==> config.mk <==
export PLATFORM = sky130hd
export DESIGN_NAME = xres_reset_sequencer
export DESIGN_NICKNAME = d
export VERILOG_FILES = /design/src/rtl/xres_reset_sequencer.sv
export SDC_FILE = /design/constraint.sdc
export NUM_CORES = 1
export LEC_CHECK = 0
export CAP_MARGIN = 30
export CORE_MARGIN = 2
export CORE_UTILIZATION = 55
export DETAILED_ROUTE_END_ITERATION = 8
export GPL_ROUTABILITY_DRIVEN = 0
export GPL_TIMING_DRIVEN = 0
export PLACE_DENSITY = 0.86
export REMOVE_ABC_BUFFERS = 1
export SETUP_SLACK_MARGIN = 0.2
export SKIP_CTS_REPAIR_TIMING = 1
export SLEW_MARGIN = 20
export SYNTH_ARGS = -nofsm -noshare
export SYNTH_HDL_FRONTEND = slang
export SYNTH_SLANG_ARGS = --single-unit
==> constraint.sdc <==
create_clock -name clock -period 4.3 [get_ports clock]
set_input_delay 0.43 -clock clock [delete_from_list [all_inputs] [get_ports clock]]
set_output_delay 0.43 -clock clock [all_outputs]
set_load 0.01 [all_outputs]
==> src/rtl/xres_reset_sequencer.sv <==
// xres_reset_sequencer
// Takes the level-shifted XRES pad reset, synchronises and glitch-filters it,
// and merges it with the housekeeping soft-reset request. It then releases the
// chip resets in a fixed order (core, peripheral, user) and records what caused
// the most recent reset.
module xres_reset_sequencer #(
  parameter int SYNC_STAGES = 2,
  parameter int FILT_CYCLES = 16,
  parameter int HOLD_CYCLES = 32,
  parameter int STAGE_GAP   = 8,
  parameter int CNT_W       = 8
) (
  input  logic       clock,
  input  logic       resetb,
  input  logic       xres_n_in,
  input  logic       filt_bypass,
  input  logic       soft_reset_req,
  input  logic       cause_clear,
  output logic       ext_reset_n,
  output logic       rst_core_n,
  output logic       rst_periph_n,
  output logic       rst_user_n,
  output logic [1:0] reset_cause,
  output logic       busy
);

  typedef enum logic [1:0] {
    ST_ASSERT     = 2'd0,
    ST_REL_CORE   = 2'd1,
    ST_REL_PERIPH = 2'd2,
    ST_RUN        = 2'd3
  } state_t;

  localparam logic [1:0] CAUSE_NONE = 2'b00;
  localparam logic [1:0] CAUSE_POR  = 2'b01;
  localparam logic [1:0] CAUSE_XRES = 2'b10;
  localparam logic [1:0] CAUSE_SOFT = 2'b11;

  localparam logic [CNT_W-1:0] CNT_MAX  = '1;
  localparam logic [CNT_W-1:0] FILT_END = CNT_W'(FILT_CYCLES - 1);
  localparam logic [CNT_W-1:0] HOLD_END = CNT_W'(HOLD_CYCLES - 1);
  localparam logic [CNT_W-1:0] GAP_END  = CNT_W'(STAGE_GAP - 1);

  logic [SYNC_STAGES-1:0] sync_q;
  logic                   xs;
  logic [CNT_W-1:0]       filt_cnt_q, filt_cnt_d;
  logic                   ext_q, ext_d;
  logic                   ext_prev_q;
  logic                   ext_fall;
  logic                   entry;
  state_t                 state_q, state_d;
  logic [CNT_W-1:0]       seq_cnt_q, seq_cnt_d;
  logic                   rst_core_q, rst_periph_q, rst_user_q;
  logic [1:0]             cause_q, cause_d;

  // Counters stop at all-ones instead of wrapping.
  function automatic logic [CNT_W-1:0] sat_inc(input logic [CNT_W-1:0] v);
    return (v == CNT_MAX) ? v : v + 1'b1;
  endfunction

  // Shift the asynchronous pad level through the synchroniser chain.
  always_ff @(posedge clock or negedge resetb) begin
    if (!resetb) begin
      sync_q <= '0;
    end else begin
      sync_q[0] <= xres_n_in;
      for (int i = 1; i < SYNC_STAGES; i++) begin
        sync_q[i] <= sync_q[i-1];
      end
    end
  end

  assign xs = sync_q[SYNC_STAGES-1];

  // Glitch filter: the output only follows xs after FILT_CYCLES consecutive mismatches.
  always_comb begin
    ext_d      = ext_q;
    filt_cnt_d = filt_cnt_q;
    if (filt_bypass) begin
      ext_d      = xs;
      filt_cnt_d = '0;
    end else if (xs == ext_q) begin
      filt_cnt_d = '0;
    end else if (filt_cnt_q == FILT_END) begin
      ext_d      = xs;
      filt_cnt_d = '0;
    end else begin
      filt_cnt_d = sat_inc(filt_cnt_q);
    end
  end

  // A registered 1->0 of the filtered level, or a soft request, restarts the sequence.
  assign ext_fall = ext_prev_q & ~ext_q;
  assign entry    = ext_fall | soft_reset_req;

  // Sequencer next state: hold in ASSERT while the external reset is low, then stage releases.
  always_comb begin
    state_d   = state_q;
    seq_cnt_d = seq_cnt_q;
    case (state_q)
      ST_ASSERT: begin
        if (!ext_q) begin
          seq_cnt_d = '0;
        end else if (seq_cnt_q == HOLD_END) begin
          state_d   = ST_REL_CORE;
          seq_cnt_d = '0;
        end else begin
          seq_cnt_d = sat_inc(seq_cnt_q);
        end
      end
      ST_REL_CORE: begin
        if (seq_cnt_q == GAP_END) begin
          state_d   = ST_REL_PERIPH;
          seq_cnt_d = '0;
        end else begin
          seq_cnt_d = sat_inc(seq_cnt_q);
        end
      end
      ST_REL_PERIPH: begin
        if (seq_cnt_q == GAP_END) begin
          state_d   = ST_RUN;
          seq_cnt_d = '0;
        end else begin
          seq_cnt_d = sat_inc(seq_cnt_q);
        end
      end
      default: begin
        seq_cnt_d = '0;
      end
    endcase
    if (entry) begin
      state_d   = ST_ASSERT;
      seq_cnt_d = '0;
    end
  end

  // Reset cause: an XRES event beats a simultaneous soft request; any event beats a clear.
  always_comb begin
    cause_d = cause_q;
    if (ext_fall) begin
      cause_d = CAUSE_XRES;
    end else if (soft_reset_req) begin
      cause_d = CAUSE_SOFT;
    end else if (cause_clear) begin
      cause_d = CAUSE_NONE;
    end
  end

  // State, counters and staged reset outputs; the outputs are decoded from the next
  // state so that release order is guaranteed by construction.
  always_ff @(posedge clock or negedge resetb) begin
    if (!resetb) begin
      filt_cnt_q   <= '0;
      ext_q        <= 1'b0;
      ext_prev_q   <= 1'b0;
      state_q      <= ST_ASSERT;
      seq_cnt_q    <= '0;
      rst_core_q   <= 1'b0;
      rst_periph_q <= 1'b0;
      rst_user_q   <= 1'b0;
      cause_q      <= CAUSE_POR;
    end else begin
      filt_cnt_q   <= filt_cnt_d;
      ext_q        <= ext_d;
      ext_prev_q   <= ext_q;
      state_q      <= state_d;
      seq_cnt_q    <= seq_cnt_d;
      rst_core_q   <= (state_d != ST_ASSERT);
      rst_periph_q <= (state_d == ST_REL_PERIPH) || (state_d == ST_RUN);
      rst_user_q   <= (state_d == ST_RUN);
      cause_q      <= cause_d;
    end
  end

  assign ext_reset_n  = ext_q;
  assign rst_core_n   = rst_core_q;
  assign rst_periph_n = rst_periph_q;
  assign rst_user_n   = rst_user_q;
  assign reset_cause  = cause_q;
  assign busy         = (state_q != ST_RUN);

endmodule

==> results of run 1 <==
-- sequential cells by signal, summed over array words and instances, names as in the netlist --
signal / cells
ext_prev_q: 1
state_q: 2
ext_reset_n: 1
reset_cause: 2
rst_user_n: 1
seq_cnt_q: 8
filt_cnt_q: 8
rst_periph_n: 1
rst_core_n: 1
sync_q: 2
-- synthesized netlist by cell type (3+ instances only) --
master,number,area [sq um]
a21oi_1,8,40.0
nor2_1,19,71.3
ha_1,7,87.6
dfrtp_1,26,651
nand2_1,11,41.3
a21o_1,4,30.0
mux2i_1,3,30.0
and3_1,3,18.8
buf_6,3,33.8
nand4_1,3,18.8
inv_1,5,18.8
nor3_1,8,40.0
o21ai_0,4,20.0
xor2_1,3,26.3
nand3_1,7,35.0
-- routing by layer --
| metal | global-route usage, % | vias up |
|---|---|---|
| met4 | 10.2 | 0 |
| met2 | 32.1 | 24 |
| li1 | - | 567 |
| met1 | 23.2 | 520 |
| met3 | 3.00 | 6 |
| met5 | 0 | - |
-- power by group --
group	total [mW]	internal [mW]	switching, mW
Clock	0.116	0.0356	0.0800
Combinational	0.0431	0.0188	0.0243
Sequential	0.269	0.262	0.00683
Total	0.428	0.317	0.111
-- final timing paths --
| kind | to | from |
|---|---|---|
| worst max-delay path | busy | state_q[0] |
| worst min-delay path | seq_cnt_q[4] | resetb |
| worst max register to register | rst_core_n | state_q[0] |
| worst min register to register | sync_q[1] | sync_q[0] |
| max in group asynchronous | seq_cnt_q[1] | resetb |
| min in group clock | sync_q[1] | sync_q[0] |
-- per-stage QoR --
stage          area (sq um)  util [%]  std cells
2_1_floorplan          1470         -        144
3_3_place_gp           1630      60.6        187
3_5_place_dp           1620      60.4        187
4_1_cts                1650      61.5        191
5_1_grt                1650      61.5        191
6_report               1650      61.5        191
-- critical path: cells and delay by family (launching register included) --
kind                       cells  cell delay (ns)
adders and majority gates      1             0.22
DFF                            1             0.49
buffers and inverters          2             0.57
-- cells by family (layout without fill, tap and decap cells) --
group,after synthesis,count (layout),share of synthesized area (%)
xor+xnor,5,5,2.88
mux,4,4,2.72
simple gates,64,64,24.0
flops,27,27,44.5
buf+inv,13,22,4.86
compound gates,31,31,15.3
fa+ha+maj,7,7,5.76
-- cell type report --
type                            count  area [sq um]  area share, %
Sequential cell                    27           677           41.0
Clock buffer                        3          22.5           1.36
Timing Repair Buffer               12           115           6.96
Tap cell                           31          38.8           2.35
Clock inverter                      1          7.51          0.454
Inverter                            6          22.5           1.36
Multi-Input combinational cell    111           769           46.6
==> reports/metrics.cfg, run 1 <==
[outcome]
status = finished clean

[cts]
clk_pin_slew_ns = 0.16
cts_made_buffers = 3
clk_latency_ns = 0.33
clock_path_buffers = 2
cts.sinks = 27
cts_root_buf = clkbuf_4
cts_tree = yes
htree_levels = 1

[power]
powerDensity_mw_per_mm2 = 259
power_mw = 0.428
p_leak_nw = 0.735
vdd_drop_max_v = 0.000152

[global_route]
grt_start_max_net_pins = 28
grt_pass1_vias = 1167
overflow = 0
grt_usage_pct = 19.0
grt_first_pass_wirelength_microns = 4830
antenna_found_initial = 0

[synthesis]
synth-seq-cells = 27
ys.flop_type = dfrtp_1
avgSynthCellArea_sq_um = 10.1
synth_cell_types = 45
ys_seq_area_share_pct = 44.5
synth_edf_count = 0
synthCells = 151
synthArstFlopShare_pct = 100
synth_area_sq_mm = 0.00152
yosysWarnings = 0

[critical_path]
crit_type = reg2out
worstPathArrival_ns = 1.60
rrSetupSlack_ns = 2.38
cp-start-kind = register
cpPeakStageDelay_ns = 0.52
cp.required_ns = 3.87
path_cells = ha_1 -> inv_1 -> clkdlybuf4s50_1
worst-r2r-cell-count = 6
worstSetupEndpointType = output pin
crit_fanout = 7
cpMaxStageDelayCell = clkdlybuf4s50_1

[detailed_routing]
wirelength_microns = 2690
drc = 0
avgRoutedWirePerCell_microns = 14.1
met3_length_microns = 81
wl_met1_microns = 1260
met2RoutedLength_microns = 1310
vias = 1117
drt_iter0_markers = 55
highest_layer = met4
drt_first_pass_iters = 6
vias_per_cell = 5.85
ant_nets = 0

[floorplan]
die_x_microns = 56.6
start_util_pct = 56.6
ioPinCount = 13
dieArea_sq_mm = 0.00320
core-area_sq_mm = 0.00269
rows = 19
die_h_microns = 56.6

[layout]
final_common_cell = dfrtp_1
drive_gt1_share_pct = 9.38
final_cell_mix = 26 x dfrtp_1, 19 x nor2_1, 11 x nand2_1, 11 x clkdlybuf4s50_1
diodes = 0
finalNetCount = 174
nFillCells = 210
area_growth_pct = 8.72

[timing]
finalSetupViolCount = 0
finalCritPeriodShare_pct = 47.2
tightest_slew_ns = 0.588
drv_slew = 0
setup_slack_ns = 2.27
setup_tns_ns = 0
skew_ns = 0.0157
fin_crit_ns = 2.03
hold_viol = 0
rsz0062_at_grt = false
max_freq_mhz = 493
slew_headroom_pct = 60.8
whs_ns = 0.0695

[job]
maxCapViolations = 0

[placed_design]
io_buffers = 12
post-place-ws_ns = 2.48
dp_hpwl_microns = 1910

[worst_hold_path]
min_path_type = in2async

Note: power is estimated with default switching activity, not from simulation.
==> run 2: changes to the inputs <==
clock period = 1.9 ns   (was 4.3 ns; I/O delays follow)
==> reports/metrics.cfg, run 2 (synthesis gave the netlist of run 1 again) <==
[placed_design]
post-place-ws_ns = 0.0951  ; -2.38 ns
dp_cells = 187  ; unchanged
dp_hpwl_microns = 1910  ; unchanged
io_buffers = 12  ; unchanged

[critical_path]
r2r_start = seq_cnt_q[1]
rrSetupSlack_ns = 0.18  ; -2.20 ns
crit_fanout = 6  ; -1
worstSetupEndpointType = register
worst-r2r-cell-count = 5  ; -1
cp-start-kind = register
crit_type = reg2reg
reg2reg_to = rst_core_n
cp.required_ns = 2.11  ; -1.76 ns
worstPathArrival_ns = 1.93  ; +0.33 ns

[detailed_routing]
drt_first_pass_iters = 6  ; unchanged
drc = 0  ; unchanged
drt_iter0_markers = 58  ; +5.5%
vias = 1125  ; +0.72%
vias_per_cell = 5.68  ; -2.8%
avgRoutedWirePerCell_microns = 15.0  ; +6.2%
wirelength_microns = 2960  ; +10%
ant_nets = 0  ; unchanged

[layout]
final_common_cell = dfrtp_1
final-instance-count-excl-fill = 198  ; +3.7%
area_growth_pct = 17.9
diodes = 0  ; unchanged
nFillCells = 191  ; -9.0%
final_cell_mix = 24 x dfrtp_1, 19 x nor2_1, 11 x nand2_1
finalNetCount = 181  ; +4.0%
top_regs = filt_cnt_q: 8 flops, seq_cnt_q: 8 flops
drive_gt1_share_pct = 20.4  ; +11 points

[floorplan]
die_x_microns = 56.6  ; unchanged
core-area_sq_mm = 0.00269  ; unchanged
ioPinCount = 13  ; unchanged
dieArea_sq_mm = 0.00320  ; unchanged
rows = 19  ; unchanged
die_h_microns = 56.6  ; unchanged
start_util_pct = 56.6  ; unchanged

[outcome]
status = finished clean

[cts]
htree_levels = 1  ; unchanged
clock_path_buffers = 2  ; unchanged
clk_latency_ns = 0.33  ; about the same
cts.sinks = 27  ; unchanged
cts_made_buffers = 3  ; unchanged
cts_root_buf = clkbuf_4
cts_tree = yes
clk_pin_slew_ns = 0.16  ; about the same

[timing]
finalCritPeriodShare_pct = 90.5
setup_tns_ns = 0  ; unchanged
max_freq_mhz = 581
fin_crit_ns = 1.72
rsz0062_at_grt = true
setup_slack_ns = 0.180  ; -2.09 ns
whs_ns = 0.267  ; +0.197 ns
skew_ns = 0.0122  ; -0.00346 ns
tightest_slew_ns = 0.589  ; +0.000379 ns
hold_viol = 0  ; unchanged
finalSetupViolCount = 0  ; unchanged
slew_headroom_pct = 60.7  ; about the same
drv_slew = 0  ; unchanged

[global_route]
antenna_found_initial = 0  ; unchanged
grt_usage_pct = 19.0  ; unchanged
grt_pass1_vias = 1167  ; unchanged
overflow = 0  ; unchanged
grt_start_max_net_pins = 28  ; unchanged
grt_first_pass_wirelength_microns = 4830  ; unchanged

[job]
maxCapViolations = 0  ; unchanged

[power]
p_leak_nw = 0.769  ; +4.6%
vdd_drop_max_v = 0.000367  ; +140%
powerDensity_mw_per_mm2 = 549  ; +110%

[worst_hold_path]
min_from = xres_n_in
hold_depth = 1
hold_end = sync_q[0]
min_path_type = in2reg

[run 2: cell count changes in the layout (fill, tap and decap cells not counted), moves of 2 or more]
cell,previous run,this run
dfrtp_1,26,24
ha_1,7,4
nor3_1,8,5
nor3_2,0,3
buf_4,0,6
ha_2,0,2
dfrtp_2,0,2
a21oi_1,8,6
a21oi_2,0,2
[run 2: worst max path at each step]
| stage | end | slack (ns) | start | depth (start not counted) |
|---|---|---|---|---|
| 3_5_place_dp | rst_core_n | 0.1 | state_q[0] | 6 |
| 5_1_grt | rst_core_n | 0.10 | seq_cnt_q[1] | 5 |
| 3_3_place_gp | rst_core_n | 0.16 | state_q[0] | 6 |
| 4_1_cts | rst_core_n | 0.06 | state_q[0] | 6 |
| 2_1_floorplan | rst_core_n | 0.30 | seq_cnt_q[0] | 5 |
| 6_report | rst_core_n | 0.18 | seq_cnt_q[1] | 5 |
[run 2: where the power goes]
group | internal, mW | switching (mW) | total, mW
logic | 0.0490 | 0.0601 | 0.109
clock network | 0.0804 | 0.184 | 0.264
registers | 0.594 | 0.0166 | 0.610
total | 0.723 | 0.260 | 0.983
[run 2: metal layers]
metal	global-route usage (%)	share of wire [%]	vias up
li1	-	-	576
met1	23.2	45	530
met2	32.1	52	15
met3	3.00	2.4	4
met4	10.2	1.2	0
met5	0	0	-
[run 2: metrics by stage]
| step | total power [mW] | utilization, % | area [sq um] |
|---|---|---|---|
| finish | 0.983 | 66.7 | 1790 |
| floorplan | 0.669 | - | 1470 |
| detailed placement | 0.718 | 60.4 | 1620 |
| CTS | 0.978 | 61.5 | 1650 |
| global route | 1.02 | 66.7 | 1790 |
| global placement | 0.713 | 60.6 | 1630 |
[run 2: critical path, cell delays in order (launching register included)]
cell      delay, ns
dfrtp_1        0.46
ha_4           0.20
and4_4         0.21
a31o_1         0.24
a221oi_4       0.36
o22ai_1        0.14
[run 2: area by class of cell]
class / count / area (sq um) / area share [%]
Tap cell: 31 / 38.8 / 2.16
Timing Repair Buffer: 19 / 173 / 9.64
Multi-Input combinational cell: 111 / 848 / 47.3
Sequential cell: 27 / 679 / 37.9
Clock buffer: 3 / 22.5 / 1.26
Clock inverter: 1 / 7.51 / 0.419
Inverter: 6 / 22.5 / 1.26
==> run 3: changes to the inputs <==
ABC_AREA = 1   (was default)
==> reports/metrics.cfg, run 3 <==
[outcome]
status = finished clean

[synthesis]
avgSynthCellArea_sq_um = 8.14  ; -19%
synth_most_common_cell = nand2_1
synth_common_cells = 41 x nand2_1, 26 x dfrtp_1, 26 x inv_1
yosysWarnings = 0  ; unchanged
synth_cell_types = 26  ; -42%
synthArstFlopShare_pct = 100  ; unchanged
synth_edf_count = 0  ; unchanged
synth_area_leader_cell = dfrtp_1
synth_area_leaders = dfrtp_1 43%, nand2_1 10%, inv_1 6.5%
synthCells = 184  ; +22%
synth-seq-cells = 27  ; unchanged
synth_top_cell_area_share_pct = 43.4  ; +0.64 points
ys_seq_area_share_pct = 45.2  ; +0.67 points
synth_area_sq_mm = 0.00150  ; -1.5%
ys.flop_type = dfrtp_1

[global_route]
grt_start_max_net_pins = 28  ; unchanged
antenna_found_initial = 0  ; unchanged
grt_pass1_vias = 1171  ; +0.34%
overflow = 0  ; unchanged
grt_usage_pct = 20.0  ; +0.93 points
grt_first_pass_wirelength_microns = 4990  ; +3.3%

[timing]
setup_slack_ns = 0.303  ; +0.122 ns
max_freq_mhz = 626  ; +7.7%
finalSetupViolCount = 0  ; unchanged
skew_ns = 0.00177  ; -0.0104 ns
rsz0062_at_grt = false
drv_slew = 0  ; unchanged
tightest_slew_ns = 0.607  ; +0.0178 ns
slew_headroom_pct = 59.6  ; -1.2 points
fin_crit_ns = 1.60  ; -0.122 ns
hold_viol = 0  ; unchanged
setup_tns_ns = 0  ; unchanged
finalCritPeriodShare_pct = 84.1  ; -6.4 points

[cts]
cts_made_buffers = 3  ; unchanged
clk_pin_slew_ns = 0.15  ; about the same
cts.sinks = 27  ; unchanged
clock_path_buffers = 2  ; unchanged
htree_levels = 1  ; unchanged
cts_root_buf = clkbuf_4
cts_tree = yes
clk_latency_ns = 0.32  ; about the same

[floorplan]
die_x_microns = 56.2  ; -0.69%
start_util_pct = 59.4  ; +2.8 points
rows = 18  ; -1
die_h_microns = 56.2  ; -0.69%
dieArea_sq_mm = 0.00316  ; -1.4%
core-area_sq_mm = 0.00252  ; -6.1%
ioPinCount = 13  ; unchanged

[detailed_routing]
wirelength_microns = 2930  ; -1.1%
drt_first_pass_iters = 4  ; -2
vias = 1218  ; +8.3%
drt_iter0_markers = 58  ; unchanged
drc = 0  ; unchanged
ant_nets = 0  ; unchanged
avgRoutedWirePerCell_microns = 12.5  ; -16%
vias_per_cell = 5.21  ; -8.4%

[layout]
final_common_cell = nand2_1
area_growth_pct = 14.6
drive_gt1_share_pct = 17.6  ; -2.7 points
diodes = 0  ; unchanged
finalNetCount = 218  ; +20%
nFillCells = 200  ; +4.7%
final_cell_mix = 41 x nand2_1, 26 x inv_1, 25 x dfrtp_1
top_regs = filt_cnt_q: 8 flops, seq_cnt_q: 8 flops

[critical_path]
cpMaxStageDelayCell = dfstp_2
cp-start-kind = register
cpPeakStageDelay_ns = 0.56  ; +0.10 ns
crit_type = reg2out
cp.required_ns = 1.71  ; -0.40 ns
worstSetupEndpointType = output pin
path_cells = clkdlybuf4s50_1
crit_fanout = 2  ; -4
cp_top_family = flip-flops
crit_buf_inv = 1  ; +1
worstPathArrival_ns = 1.41  ; -0.52 ns

[power]
p_sw_share_pct = 25.3  ; -1.1 points
vdd_drop_max_v = 0.000566  ; +54%
p_clk_share_pct = 26.2  ; -0.6 points
p_seq_share_pct = 63.4  ; +1.3 points
p_int_mw = 0.714  ; -1.3%
power.switching_mw = 0.242  ; -7.0%
p_leak_nw = 0.873  ; +14%
powerDensity_mw_per_mm2 = 557  ; +1.4%
p_comb_share_pct = 10.4  ; -0.7 points

[placed_design]
io_buffers = 12  ; unchanged
post-place-ws_ns = 0.391  ; +0.296 ns
dp_hpwl_microns = 2280  ; +20%

[worst_hold_path]
min_path_type = in2reg

[job]
maxCapViolations = 0  ; unchanged

## run 3: changes by cell type in the layout (fill, tap and decap cells not counted), sizes merged, moves of 5 or more
cell / previous run / this run
nand2: 11 / 46
inv: 6 / 30
nor2: 19 / 27
nand3: 7 / 14
o21ai: 5 / 11
nor3: 9 / 4
## run 3: kinds of logic after synthesis
family          Yosys count  share of synthesized area, %
flops                    27                          45.2
simple gates             97                          33.0
fa+ha+maj                 7                          5.85
xor+xnor                  1                         0.585
compound gates           22                          7.85
buf+inv                  30                          7.52
## run 3: area by class of cell
| type | instances | area [sq um] | area share [%] |
|---|---|---|---|
| well taps | 30 | 37.5 | 2.19 |
| clock inverters | 1 | 7.51 | 0.437 |
| multi-input cells | 127 | 708 | 41.3 |
| inverters | 30 | 113 | 6.56 |
| repair buffers | 16 | 150 | 8.75 |
| clock buffers | 3 | 22.5 | 1.31 |
| flip-flops and latches | 27 | 678 | 39.5 |
## run 3: per-layer routing
layer	track usage, %	routed length, microns	vias up
li1	-	-	618
met1	22.9	1220	560
met2	37.3	1570	36
met3	3.49	114	4
met4	6.12	31	0
met5	0	0	-
## run 3: power groups by stage
stage / Combinational (mW) / Clock, mW / Sequential (mW)
after global placement: 0.0965 / 0 / 0.616
final: 0.0989 / 0.251 / 0.606
after detailed placement: 0.0993 / 0 / 0.617
after global routing: 0.112 / 0.287 / 0.609
after CTS: 0.0997 / 0.261 / 0.606
after floorplan: 0.0511 / 0 / 0.618
## run 3: metrics by stage
stage                     cell area (sq um)  std cells  hold WS (ns)  utilization (%)  total power, mW
after detailed placement               1650        226         0.235             65.4            0.716
after global routing                   1720        234         0.275             68.1             1.01
after floorplan                        1500        184        -0.106                -            0.669
after CTS                              1680        230        -0.136             66.6            0.967
final                                  1720        234         0.288             68.1            0.956
after global placement                 1660        226         0.342             65.6            0.713
## run 3: path summary, 6_finish.rpt
kind	to	start	slack [ns]	cells past startpoint
min in group asynchronous	filt_cnt_q[0]	resetb	0.39	2
min	sync_q[0]	xres_n_in	0.29	1
max	reset_cause[0]	reset_cause[0]	0.30	1
max in group asynchronous	state_q[1]	resetb	1.08	2
min reg2reg	sync_q[1]	sync_q[0]	0.39	0
max reg2reg	rst_core_n	seq_cnt_q[0]	0.37	10
